<file path="src/rtl/gray_conv_arbiter_if.sv">
// rtl/gray_conv_arbiter_if.sv - requester/consumer bundle for the shared Gray converter
interface gray_conv_arbiter_if #(
  parameter int WIDTH = 4,
  parameter int CNT_W = 8
);
  logic             req0_valid;
  logic [WIDTH-1:0] req0_bin;
  logic             req0_ready;
  logic             req1_valid;
  logic [WIDTH-1:0] req1_bin;
  logic             req1_ready;
  logic             out_valid;
  logic [WIDTH-1:0] out_gray;
  logic             out_id;
  logic             out_ready;
  logic [CNT_W-1:0] conv_count;

  modport master (
    output req0_valid, req0_bin, req1_valid, req1_bin, out_ready,
    input  req0_ready, req1_ready, out_valid, out_gray, out_id, conv_count
  );

  modport slave (
    input  req0_valid, req0_bin, req1_valid, req1_bin, out_ready,
    output req0_ready, req1_ready, out_valid, out_gray, out_id, conv_count
  );
endinterface

</file>
<file path="src/rtl/gray_conv_arbiter.sv">
// rtl/gray_conv_arbiter.sv - two-requester round-robin front end to one binary-to-Gray converter
module gray_conv_arbiter #(
  parameter int WIDTH = 4,
  parameter int CNT_W = 8
) (
  input  logic                 clk,
  input  logic                 rst,
  gray_conv_arbiter_if.slave   bus
);

  typedef enum logic {EMPTY = 1'b0, FULL = 1'b1} state_t;

  state_t           state_q, state_d;
  logic [WIDTH-1:0] out_gray_q, out_gray_d;
  logic             out_id_q, out_id_d;
  logic             last_grant_q, last_grant_d;
  logic [CNT_W-1:0] conv_count_q, conv_count_d;

  logic             slot_free;
  logic             grant;
  logic             accept;
  logic             deliver;
  logic [WIDTH-1:0] sel_bin;

  // Round-robin arbitration; a lone requester wins outright, a tie goes to the one not served last
  always_comb begin
    slot_free = (state_q == EMPTY) | bus.out_ready;
    if (bus.req0_valid & bus.req1_valid) begin
      grant = ~last_grant_q;
    end else begin
      grant = bus.req1_valid;
    end
    accept  = slot_free & (bus.req0_valid | bus.req1_valid);
    deliver = (state_q == FULL) & bus.out_ready;
    sel_bin = grant ? bus.req1_bin : bus.req0_bin;
  end

  // Control state register: EMPTY/FULL mirrors out_valid
  always_ff @(posedge clk) begin
    if (rst) begin
      state_q <= EMPTY;
    end else begin
      state_q <= state_d;
    end
  end

  // Next state: fill on accept, empty only on a drain that is not refilled the same cycle
  always_comb begin
    state_d = state_q;
    case (state_q)
      EMPTY:   if (accept) state_d = FULL;
      FULL:    if (deliver & ~accept) state_d = EMPTY;
      default: state_d = EMPTY;
    endcase
  end

  // Datapath next values: convert the winner's operand, remember who won, count deliveries
  always_comb begin
    out_gray_d   = out_gray_q;
    out_id_d     = out_id_q;
    last_grant_d = last_grant_q;
    conv_count_d = conv_count_q + CNT_W'(deliver);
    if (accept) begin
      out_gray_d   = sel_bin ^ (sel_bin >> 1);
      out_id_d     = grant;
      last_grant_d = grant;
    end
  end

  // Datapath registers; last_grant resets to 1 so requester 0 wins the first tie
  always_ff @(posedge clk) begin
    if (rst) begin
      out_gray_q   <= '0;
      out_id_q     <= 1'b0;
      last_grant_q <= 1'b1;
      conv_count_q <= '0;
    end else begin
      out_gray_q   <= out_gray_d;
      out_id_q     <= out_id_d;
      last_grant_q <= last_grant_d;
      conv_count_q <= conv_count_d;
    end
  end

  // Outputs: readies are combinational from the grant, result fields come straight from flops
  always_comb begin
    bus.req0_ready = slot_free & bus.req0_valid & ~grant;
    bus.req1_ready = slot_free & bus.req1_valid & grant;
    bus.out_valid  = (state_q == FULL);
    bus.out_gray   = out_gray_q;
    bus.out_id     = out_id_q;
    bus.conv_count = conv_count_q;
  end

endmodule

</file>
<file path="src/flat_wrapper.sv">
// flat-port wrapper written by rule: the top's interface ports become plain ports
module gray_conv_arbiter_flat 
#(
  parameter int WIDTH = 4,
  parameter int CNT_W = 8
)
  (clk, rst, bus_req0_valid, bus_req0_bin, bus_req1_valid, bus_req1_bin, bus_out_ready, bus_req0_ready, bus_req1_ready, bus_out_valid, bus_out_gray, bus_out_id, bus_conv_count);
  gray_conv_arbiter_if #(.WIDTH(WIDTH), .CNT_W(CNT_W)) bus_i ();
  input  logic clk;
  input  logic rst;
  input wire logic [$bits(bus_i.req0_valid)-1:0] bus_req0_valid;
  input wire logic [$bits(bus_i.req0_bin)-1:0] bus_req0_bin;
  input wire logic [$bits(bus_i.req1_valid)-1:0] bus_req1_valid;
  input wire logic [$bits(bus_i.req1_bin)-1:0] bus_req1_bin;
  input wire logic [$bits(bus_i.out_ready)-1:0] bus_out_ready;
  output wire logic [$bits(bus_i.req0_ready)-1:0] bus_req0_ready;
  output wire logic [$bits(bus_i.req1_ready)-1:0] bus_req1_ready;
  output wire logic [$bits(bus_i.out_valid)-1:0] bus_out_valid;
  output wire logic [$bits(bus_i.out_gray)-1:0] bus_out_gray;
  output wire logic [$bits(bus_i.out_id)-1:0] bus_out_id;
  output wire logic [$bits(bus_i.conv_count)-1:0] bus_conv_count;
  assign bus_i.req0_valid = bus_req0_valid;
  assign bus_i.req0_bin = bus_req0_bin;
  assign bus_i.req1_valid = bus_req1_valid;
  assign bus_i.req1_bin = bus_req1_bin;
  assign bus_i.out_ready = bus_out_ready;
  assign bus_req0_ready = bus_i.req0_ready;
  assign bus_req1_ready = bus_i.req1_ready;
  assign bus_out_valid = bus_i.out_valid;
  assign bus_out_gray = bus_i.out_gray;
  assign bus_out_id = bus_i.out_id;
  assign bus_conv_count = bus_i.conv_count;
  gray_conv_arbiter #(.WIDTH(WIDTH), .CNT_W(CNT_W)) u_core (.clk(clk), .rst(rst), .bus(bus_i));
endmodule
</file>
<file path="config.mk">
export PLATFORM = sky130hd
export DESIGN_NAME = gray_conv_arbiter_flat
export DESIGN_NICKNAME = d
export VERILOG_FILES = /design/src/rtl/gray_conv_arbiter_if.sv /design/src/rtl/gray_conv_arbiter.sv /design/src/flat_wrapper.sv
export SDC_FILE = /design/constraint.sdc
export NUM_CORES = 1
export LEC_CHECK = 0
export CAP_MARGIN = 40
export CORE_MARGIN = 2
export CORE_UTILIZATION = 46
export CTS_BUF_LIST = sky130_fd_sc_hd__clkbuf_8
export DETAILED_ROUTE_END_ITERATION = 10
export GPL_ROUTABILITY_DRIVEN = 1
export HOLD_SLACK_MARGIN = 0.06
export PLACE_DENSITY = 0.85
export SLEW_MARGIN = 20
export SYNTH_ARGS = -nofsm -noshare
export SYNTH_HDL_FRONTEND = slang
export SYNTH_SLANG_ARGS = --single-unit
</file>
<file path="constraint.sdc">
create_clock -name clk -period 3.9 [get_ports clk]
set_input_delay 0.585 -clock clk [delete_from_list [all_inputs] [get_ports clk]]
set_output_delay 0.585 -clock clk [all_outputs]
set_load 0.1 [all_outputs]
</file>
==> run_results.csv, run 1 <==
group,metric,value,unit
run_status,status,"complete, no violations",
clocking,cts_sinks,15,
min_path,worst_hold_path_type,"reg -> reg",
yosys,synthSimpleGateAreaFrac,18.57,%
layout,syn2layout_area_growth,78.04,%
flow_run,drv_cap,0,
timing,finalSetupTns,0,ns
yosys,synth_area,700.7,sq um
timing,rsz0062_at_grt,"false",
route,wl_per_cell,11.73,um
yosys,synth-edff-count,0,
grt,grt_max_degree,17,
grt,gr-total-overflow,0,
layout,layout.area.seq,300.3,sq um
timing,finalSetupViolCount,0,
route,initialDrtViolationCount,5,
clocking,clockBufferDepth,2,
placement,dp_hpwl,1269,um
power_and_ir_drop,p_per_area,344.8,nW/um^2
die,start_util,47.62,%
critical_path,crit_start,"bus_req1_valid",
route,drt_wl_total,1595,um
yosys,ys_ff_latch,15,
clocking,ctsHoldBuffers,0,
die,chipHeight,43.03,um
grt,grt_util_all_layers,19.89,%
layout,drive_above_1_share,19.17,%
layout,antenna_cells,0,
clocking,cts_max_level,1,
grt,grt_pass1_wl,2746,um
route,route.detailed.drc,0,
yosys,synth_top_family_by_area,"simple AND/OR/NAND/NOR gates",
route,vias,687,
yosys,synthCells,75,
power_and_ir_drop,p_leak,0.0005056,uW
clocking,clk_pin_slew,0.06,ns
timing,min_period,2.476,ns
timing,fmax,403.8,MHz
timing,tightest_slew,0.5381,ns
critical_path,r2r_start,"u_core.bus.out_valid",
critical_path,path_max_fanout,5,
route,first_pass_iters,6,
timing,fin_crit_sh,63.49,%
layout,design_area,1247,sq um
critical_path,cp.required,3.31,ns
clocking,post_cts_resized,0,
yosys,synthFlopType,"dfxtp_1",
yosys,ys_warn_count,0,
yosys,synth_cell_types,25,
layout,nFillCells,84,
clocking,post_cts_buffers,0,
route,antenna_left,0,
placement,gp_congestion,0.8151,
placement,numPortBuffers,28,
die,io_pins,29,
clocking,numCtsBuffers,3,
die,fp.dieW,43.03,um
clocking,cts_root_buf,"clkbuf_8",
clocking,insertion_delay,0.24,ns
critical_path,arrival,1.89,ns
yosys,synthAdderAreaFrac,3.571,%
power_and_ir_drop,vdd_drop_max,0.2690,mV
layout,multi_input_area,389.1,sq um
critical_path,cp-start-kind,"input pin",
yosys,synth_compound_area_share,16.43,%
critical_path,end_kind,"primary output",
min_path,hp-start,"u_core.bus.out_id",
placement,dpl.cell_count,132,
clocking,tritoncts,"done",
grt,antenna_found_initial,0,
grt,grt_pass1_vias,696,
yosys,synthXorXnorAreaFrac,11.25,%
placement,dpl_cell_area,1202,sq um
die,die-area,1852,sq um
timing,report.final.slew_viol_count,0,
timing,slew_headroom,64.02,%
layout,final_nets,136,
timing,hold_ws,0.4829,ns
yosys,ys_seq_area_share,42.86,%
yosys,avgSynthCellArea,9.342,sq um
layout,instances_no_fill,136,
yosys,syn-num-nets,90,
yosys,muxShareOfSynthArea,5.714,%
die,rows,14,
route,via_per_inst,5.051,
timing,clock_skew,0.0005917,ns
critical_path,critPathKind,"in -> out",
die,coreArea,1471,sq um
yosys,async_flop_share,0,%
timing,hold_viol,0,
[final cells by class]
class | instances | area share, %
repair buffers | 42 | 38.92
multi-input cells | 57 | 31.19
flip-flops and latches | 15 | 24.07
clock buffers | 3 | 3.310
inverters | 2 | 0.6018
clock inverters | 1 | 0.3009
well taps | 16 | 1.605
[worst max-delay path: stages]
cell and delay [ns]:
clkdlybuf4s50_1 0.51, a21boi_2 0.34, nand2_1 0.12, inv_1 0.06, buf_4 0.28
[layout by cell type (no fill, tap or decap), drive strengths merged]
cell type	count
xnor2	1
o21ai	3
xor2	8
mux2i	4
nand2b	4
o21ba	1
or4	1
a21oi	7
a21boi	1
ha	2
nor2b	3
o22ai	3
clkbuf	3
nand3	2
a311o	1
or3	3
o31ai	1
dfxtp	15
and2	1
inv	3
a211oi	1
nand2	5
buf	16
clkdlybuf4s50	26
nor2	5
[cell families after synthesis]
kind of cell	count (synthesis)
adder cells (fa/ha/maj)	2
flip-flops	15
multiplexers	4
XOR/XNOR	9
AND/OR/NAND/NOR	24
buffers and inverters	3
AO/OA/AOI/OAI	18
[per-layer routing]
metal,GRT usage [%],up-vias,share of wire (%)
li1,-,351,-
met1,20.21,308,38
met2,37.27,26,56
met3,4.255,2,4.6
met4,10.30,0,0.88
met5,0,-,0
[synth_stat cells (all sizes together), types with 2 or more instances]
| library cell | n | share of area, % |
|---|---|---|
| nor2 | 5 | 2.7 |
| mux2i | 4 | 5.7 |
| inv | 2 | 1.1 |
| or3 | 3 | 2.9 |
| o22ai | 3 | 2.7 |
| dfxtp | 15 | 43 |
| o21ai | 3 | 2.1 |
| ha | 2 | 3.6 |
| a21oi | 7 | 5.0 |
| xor2 | 8 | 10 |
| nand2b | 4 | 3.6 |
| nor2b | 3 | 2.7 |
| nand3 | 2 | 2.1 |
| nand2 | 5 | 2.7 |
[where the power goes]
group	internal (uW)	leakage, uW	switching [uW]
registers	161	0.000123	4.72
clock network	69.4	0.0000269	49.0
logic	56.1	0.000356	89.6
total	287	0.000506	143
[through the flow]
stage	setup WS [ns]	util, %	total power, uW
finish	1.424	84.78	430.1
detailed placement	1.417	81.72	314.6
CTS	1.416	84.78	434.0
global route	1.317	84.78	451.5
floorplan	0.8345	-	256.2
global placement	1.438	67.43	290.3
[sequential cells by signal (all words and copies together) (netlist names)]
name                   flops
u_core.bus.conv_count      8
u_core.bus.out_gray        4
u_core.bus.out_id          1
u_core.bus.out_valid       1
u_core.last_grant_q        1
[worst paths after layout]
path                                   end  slack [ns]  cells past startpoint
setup / recovery            bus_req1_ready        1.42                      5
hold reg to reg          u_core.bus.out_id        0.48                      2
setup reg to reg  u_core.bus.conv_count[6]        2.29                      6
hold / removal           u_core.bus.out_id        0.48                      2
No activity file was read; power rests on OpenSTA's default activity.
==> inputs of run 2 (changes only) <==
- CORE_UTILIZATION: 46 -> 39
- PLACE_DENSITY: 0.85 -> 0.77
- clock period: 3.9 -> 2.1 ns (I/O delays scaled with it)
==> run_results.csv, run 2 (same netlist as run 1, synthesis figures left out) <==
group,metric,value,unit
run_status,status,"complete, no violations",
clocking,tritoncts,"done",
critical_path,r2r_setup_slack,0.59,ns
clocking,cts_sinks,15,
timing,hold_viol,0,
clocking,insertion_delay,0.24,ns
timing,tightest_slew,0.2977,ns
layout,antenna_cells,0,
power_and_ir_drop,internal_power,506.5,uW
placement,dpl_cell_area,1015,sq um
power_and_ir_drop,combPwrFrac,31.0,%
critical_path,cp-start-kind,"input pin",
grt,grt_util_all_layers,15.09,%
clocking,clk_pin_slew,0.06,ns
timing,report.final.slew_viol_count,0,
placement,dp_hpwl,1174,um
timing,layout_setup_ws,0.3285,ns
grt,antenna_found_initial,0,
critical_path,reg2reg_depth,6,
timing,fin_crit_sh,84.36,%
power_and_ir_drop,clock_power_share,28.6,%
clocking,cts_root_buf,"clkbuf_8",
route,wl_per_cell,11.04,um
placement,gp_congestion,0.7392,
route,route.detailed.drc,0,
timing,rsz0062_at_grt,"false",
power_and_ir_drop,p_per_area,722.4,nW/um^2
min_path,worst_hold_path_type,"reg -> reg",
min_path,hold_end,"u_core.bus.conv_count[7]",
clocking,post_cts_resized,0,
die,die-area,2152,sq um
die,start_util,41.03,%
critical_path,path_max_fanout,5,
route,initialDrtViolationCount,4,
critical_path,arrival,1.46,ns
layout,final_nets,124,
critical_path,reg2reg_to,"u_core.bus.conv_count[6]",
clocking,ctsHoldBuffers,0,
critical_path,cp.required,1.78,ns
critical_path,r2r_start,"u_core.bus.out_valid",
power_and_ir_drop,p_sw,259.2,uW
timing,clock_skew,0.003446,ns
route,vias,653,
timing,slew_headroom,80.08,%
placement,pre_cts_ws,0.09601,ns
route,first_pass_iters,4,
placement,numPortBuffers,28,
min_path,min_path_cells,2,
grt,grt_pass1_wl,2318,um
grt,grt_pass1_vias,577,
min_path,hp-start,"u_core.bus.conv_count[7]",
layout,largest_reg_flops,8,
power_and_ir_drop,vdd_drop_max,0.4017,mV
route,antenna_left,0,
layout,final_common_cell,"buf_4",
layout,drive_above_1_share,25.93,%
grt,grt_max_degree,16,
power_and_ir_drop,p_leak,0.0004477,uW
timing,finalSetupViolCount,0,
flow_run,drv_cap,0,
clocking,numCtsBuffers,3,
critical_path,end_kind,"primary output",
route,via_per_inst,4.910,
die,io_pins,29,
power_and_ir_drop,p_seq_share,40.3,%
timing,fmax,564.5,MHz
route,drt_wl_total,1468,um
timing,finalSetupTns,0,ns
die,coreArea,1708,sq um
clocking,cts_max_level,1,
layout,layout_common_cells,"16 x buf_4, 13 x dfxtp_1, 12 x clkdlybuf4s50_1",
layout,syn2layout_area_growth,51.25,%
die,rows,15,
clocking,post_cts_buffers,0,
layout,design_area,1060,sq um
timing,min_period,1.771,ns
grt,gr-total-overflow,0,
die,fp.dieW,46.39,um
critical_path,critPathKind,"in -> out",
power_and_ir_drop,swShare,33.85,%
clocking,clockBufferDepth,2,
die,chipHeight,46.39,um
run 2: cell count changes in the layout (fill, tap and decap cells not counted):
cell	delta
a21oi_1	-1
a21oi_2	+1
buf_12	+2
buf_4	+14
buf_8	-14
clkdlybuf4s50_1	-14
dfxtp_1	-2
dfxtp_2	+2
run 2: layout make-up:
cell class | instances | area, sq um
Multi-Input combinational cell | 57 | 392.9
Clock buffer | 3 | 41.29
Inverter | 2 | 7.507
Timing Repair Buffer | 30 | 280.3
Clock inverter | 1 | 3.754
Fill cell | 156 | 648.1
Sequential cell | 15 | 302.8
Tap cell | 25 | 31.28
run 2: worst max-delay path by stage:
stage,start,endpoint,cells after the start
floorplan,u_core.bus.conv_count[1],u_core.bus.conv_count[6],4
global placement,bus_out_ready,u_core.bus.conv_count[6],7
detailed placement,bus_out_ready,u_core.bus.conv_count[6],7
CTS,bus_out_ready,bus_req0_ready,5
global route,bus_out_ready,u_core.bus.conv_count[6],7
finish,bus_out_ready,bus_req0_ready,5
run 2: power groups by stage:
stage	Clock, uW	Combinational (uW)	Sequential [uW]
after CTS	228	239	309
after floorplan	0	71.6	406
after detailed placement	0	238	315
final	219	238	309
after global placement	0	236	314
after global routing	241	249	310
run 2: stage by stage:
step	std cells	hold slack (ns)	util, %	power [uW]
2_1_floorplan	75	0.3792	-	477.5
3_3_place_gp	129	0.4648	59.41	550.6
3_5_place_dp	129	0.4743	59.41	552.7
4_1_cts	133	0.4822	62.05	775.5
5_1_grt	133	0.5131	62.05	800.3
6_report	133	0.4834	62.05	765.6
run 2: per-layer routing:
metal | vias to the layer above | part of all wire, % | GRT usage, %
li1 | 333 | - | -
met4 | 0 | 0 | 6.857
met1 | 295 | 40 | 16.63
met5 | - | 0 | 0
met3 | 0 | 7.2 | 3.137
met2 | 25 | 53 | 27.22
run 2: critical path, stage by stage:
cell	delay [ns]
clkdlybuf4s50_1	0.48
nand2b_1	0.20
nand2_1	0.09
a21oi_2	0.17
buf_12	0.20
==> inputs of run 3 (changes only) <==
- clock period: 2.1 -> 1.49 ns (I/O delays scaled with it)
==> run_results.csv, run 3 (same netlist as run 1, synthesis figures left out) <==
group,metric,value,unit
grt,antenna_found_initial,0,
critical_path,cp_slowest_stage_delay,0.39,ns
clocking,cts_max_level,1,
route,drt_wl_total,1757,um
timing,slew_headroom,78.98,%
layout,layout.area.seq,315.3,sq um
placement,numPortBuffers,28,
route,via_per_inst,4.937,
clocking,numCtsBuffers,3,
timing,min_period,1.399,ns
timing,rsz0062_at_grt,"false",
flow_run,drv_cap,0,
layout,drive_above_1_share,41.88,%
clocking,cts_root_buf,"clkbuf_8",
layout,instances_no_fill,142,
timing,clock_skew,0.001114,ns
grt,grt_util_all_layers,19.55,%
die,rows,15,
clocking,clockBufferDepth,2,
critical_path,crit_top_cell,"ha_4",
timing,finalSetupTns,0,ns
layout,largest_reg_flops,8,
die,start_util,41.03,%
placement,gp_congestion,0.7686,
layout,fin_util,80.44,%
timing,finalSetupViolCount,0,
placement,dpl.cell_count,137,
critical_path,r2r_setup_slack,0.09,ns
critical_path,arrival,1.57,ns
critical_path,critPathKind,"reg -> reg",
layout,antenna_cells,0,
timing,report.final.slew_viol_count,0,
min_path,hp-start,"bus_req1_valid",
layout,layout_common_cells,"16 x buf_12, 11 x buf_4, 9 x clkdlybuf4s50_1",
layout,multi_input_area,451.7,sq um
timing,hold_ws,0.4614,ns
critical_path,crit_chain,"and2_4, ha_4, ha_4, nand3_2, or3_1, a21oi_1",
critical_path,end_kind,"flop",
route,wl_per_cell,12.37,um
clocking,insertion_delay,0.24,ns
die,die-area,2152,sq um
die,fp.dieW,46.39,um
grt,grt_max_degree,16,
clocking,tritoncts,"done",
critical_path,reg2reg_to,"u_core.bus.conv_count[6]",
min_path,hold_end,"u_core.last_grant_q",
power_and_ir_drop,p_leak,0.0005397,uW
critical_path,cp-start-kind,"flop",
timing,hold_viol,0,
critical_path,path_max_fanout,4,
grt,grt_pass1_vias,695,
clocking,cts_sinks,15,
min_path,min_path_cells,2,
layout,final_common_cell,"buf_12",
route,initialDrtViolationCount,8,
timing,fin_crit_sh,93.87,%
die,coreArea,1708,sq um
grt,gr-total-overflow,0,
critical_path,cp.required,1.66,ns
layout,design_area,1374,sq um
placement,dpl_cell_area,1318,sq um
route,route.detailed.drc,0,
layout,nFillCells,109,
route,antenna_left,0,
placement,dp_hpwl,1377,um
timing,fmax,715.0,MHz
layout,syn2layout_area_growth,96.07,%
die,io_pins,29,
route,first_pass_iters,4,
layout,final_nets,133,
critical_path,cpMaxStageDelayCell,"dfxtp_4",
critical_path,r2r_start,"u_core.bus.out_valid",
critical_path,reg2reg_depth,6,
grt,grt_pass1_wl,2870,um
clocking,ctsHoldBuffers,0,
route,vias,701,
clocking,clk_pin_slew,0.06,ns
min_path,worst_hold_path_type,"in -> reg",
power_and_ir_drop,p_per_area,850.0,nW/um^2
timing,tightest_slew,0.3141,ns
power_and_ir_drop,vdd_drop_max,0.9152,mV
run_status,status,"complete, no violations",
die,chipHeight,46.39,um
-- run 3: changes by cell type in the layout (fill, tap and decap cells not counted), moves of 3 or more --
cell and delta:
dfxtp_1 -6, buf_12 +14, dfxtp_2 +4, dlygate4sd2_1 +3
clkdlybuf4s50_1 -3, buf_4 -5
-- run 3: how the worst max path moves through the flow --
stage,from,endpoint,slack [ns]
after floorplan,u_core.bus.out_valid,u_core.bus.conv_count[6],-0.11
after global placement,bus_out_ready,u_core.bus.conv_count[6],-0.21
after detailed placement,bus_out_ready,u_core.bus.conv_count[6],-0.24
after CTS,u_core.bus.out_valid,u_core.bus.conv_count[6],0.08
after global routing,u_core.bus.out_valid,u_core.bus.conv_count[6],0.03
final,u_core.bus.out_valid,u_core.bus.conv_count[6],0.09
-- run 3: cell type report --
cell class,instances,share of cell area [%]
Clock buffer,3,3.005
Timing Repair Buffer,39,37.80
Sequential cell,15,22.95
Inverter,2,0.8197
Clock inverter,1,0.2732
Multi-Input combinational cell,57,32.88
Tap cell,25,2.277
-- run 3: metal layers --
layer  routed length (um)  vias to the layer above  global-route usage (%)  part of all wire, %
li1                     -                      347                       -                    -
met1                  649                      327                   19.15                   37
met2                  998                       23                   36.39                   57
met3                   78                        4                   4.314                  4.4
met4                   30                        0                   12.00                  1.7
met5                    0                        -                       0                    0
-- run 3: power by group --
| part | internal (uW) | switching (uW) | total [uW] |
|---|---|---|---|
| logic | 167 | 238 | 405 |
| registers | 422 | 25.1 | 447 |
| clock network | 182 | 134 | 316 |
| total | 771 | 396 | 1170 |
-- run 3: timing repair --
action / CTS / global route
gates resized for setup: 4 / 0
setup buffers: 1 / 0
hold endpoints to repair: 0 / 0
endpoints found under the setup margin: 2 / 0
-- run 3: critical path: cells and delay by family (launching register included) --
family,cells,cell delay [ns]
AOI/OAI and AO/OA,1,0.12
DFF,1,0.39
and+or+nand+nor,3,0.55
adders and majority gates,2,0.28
-- run 3: metrics by stage --
| stage | setup slack [ns] | total power [uW] |
|---|---|---|
| floorplan | -0.1070 | 682.1 |
| global placement | -0.2080 | 853.5 |
| detailed placement | -0.2372 | 857.6 |
| CTS | 0.08317 | 1178 |
| global route | 0.02717 | 1213 |
| finish | 0.09138 | 1168 |
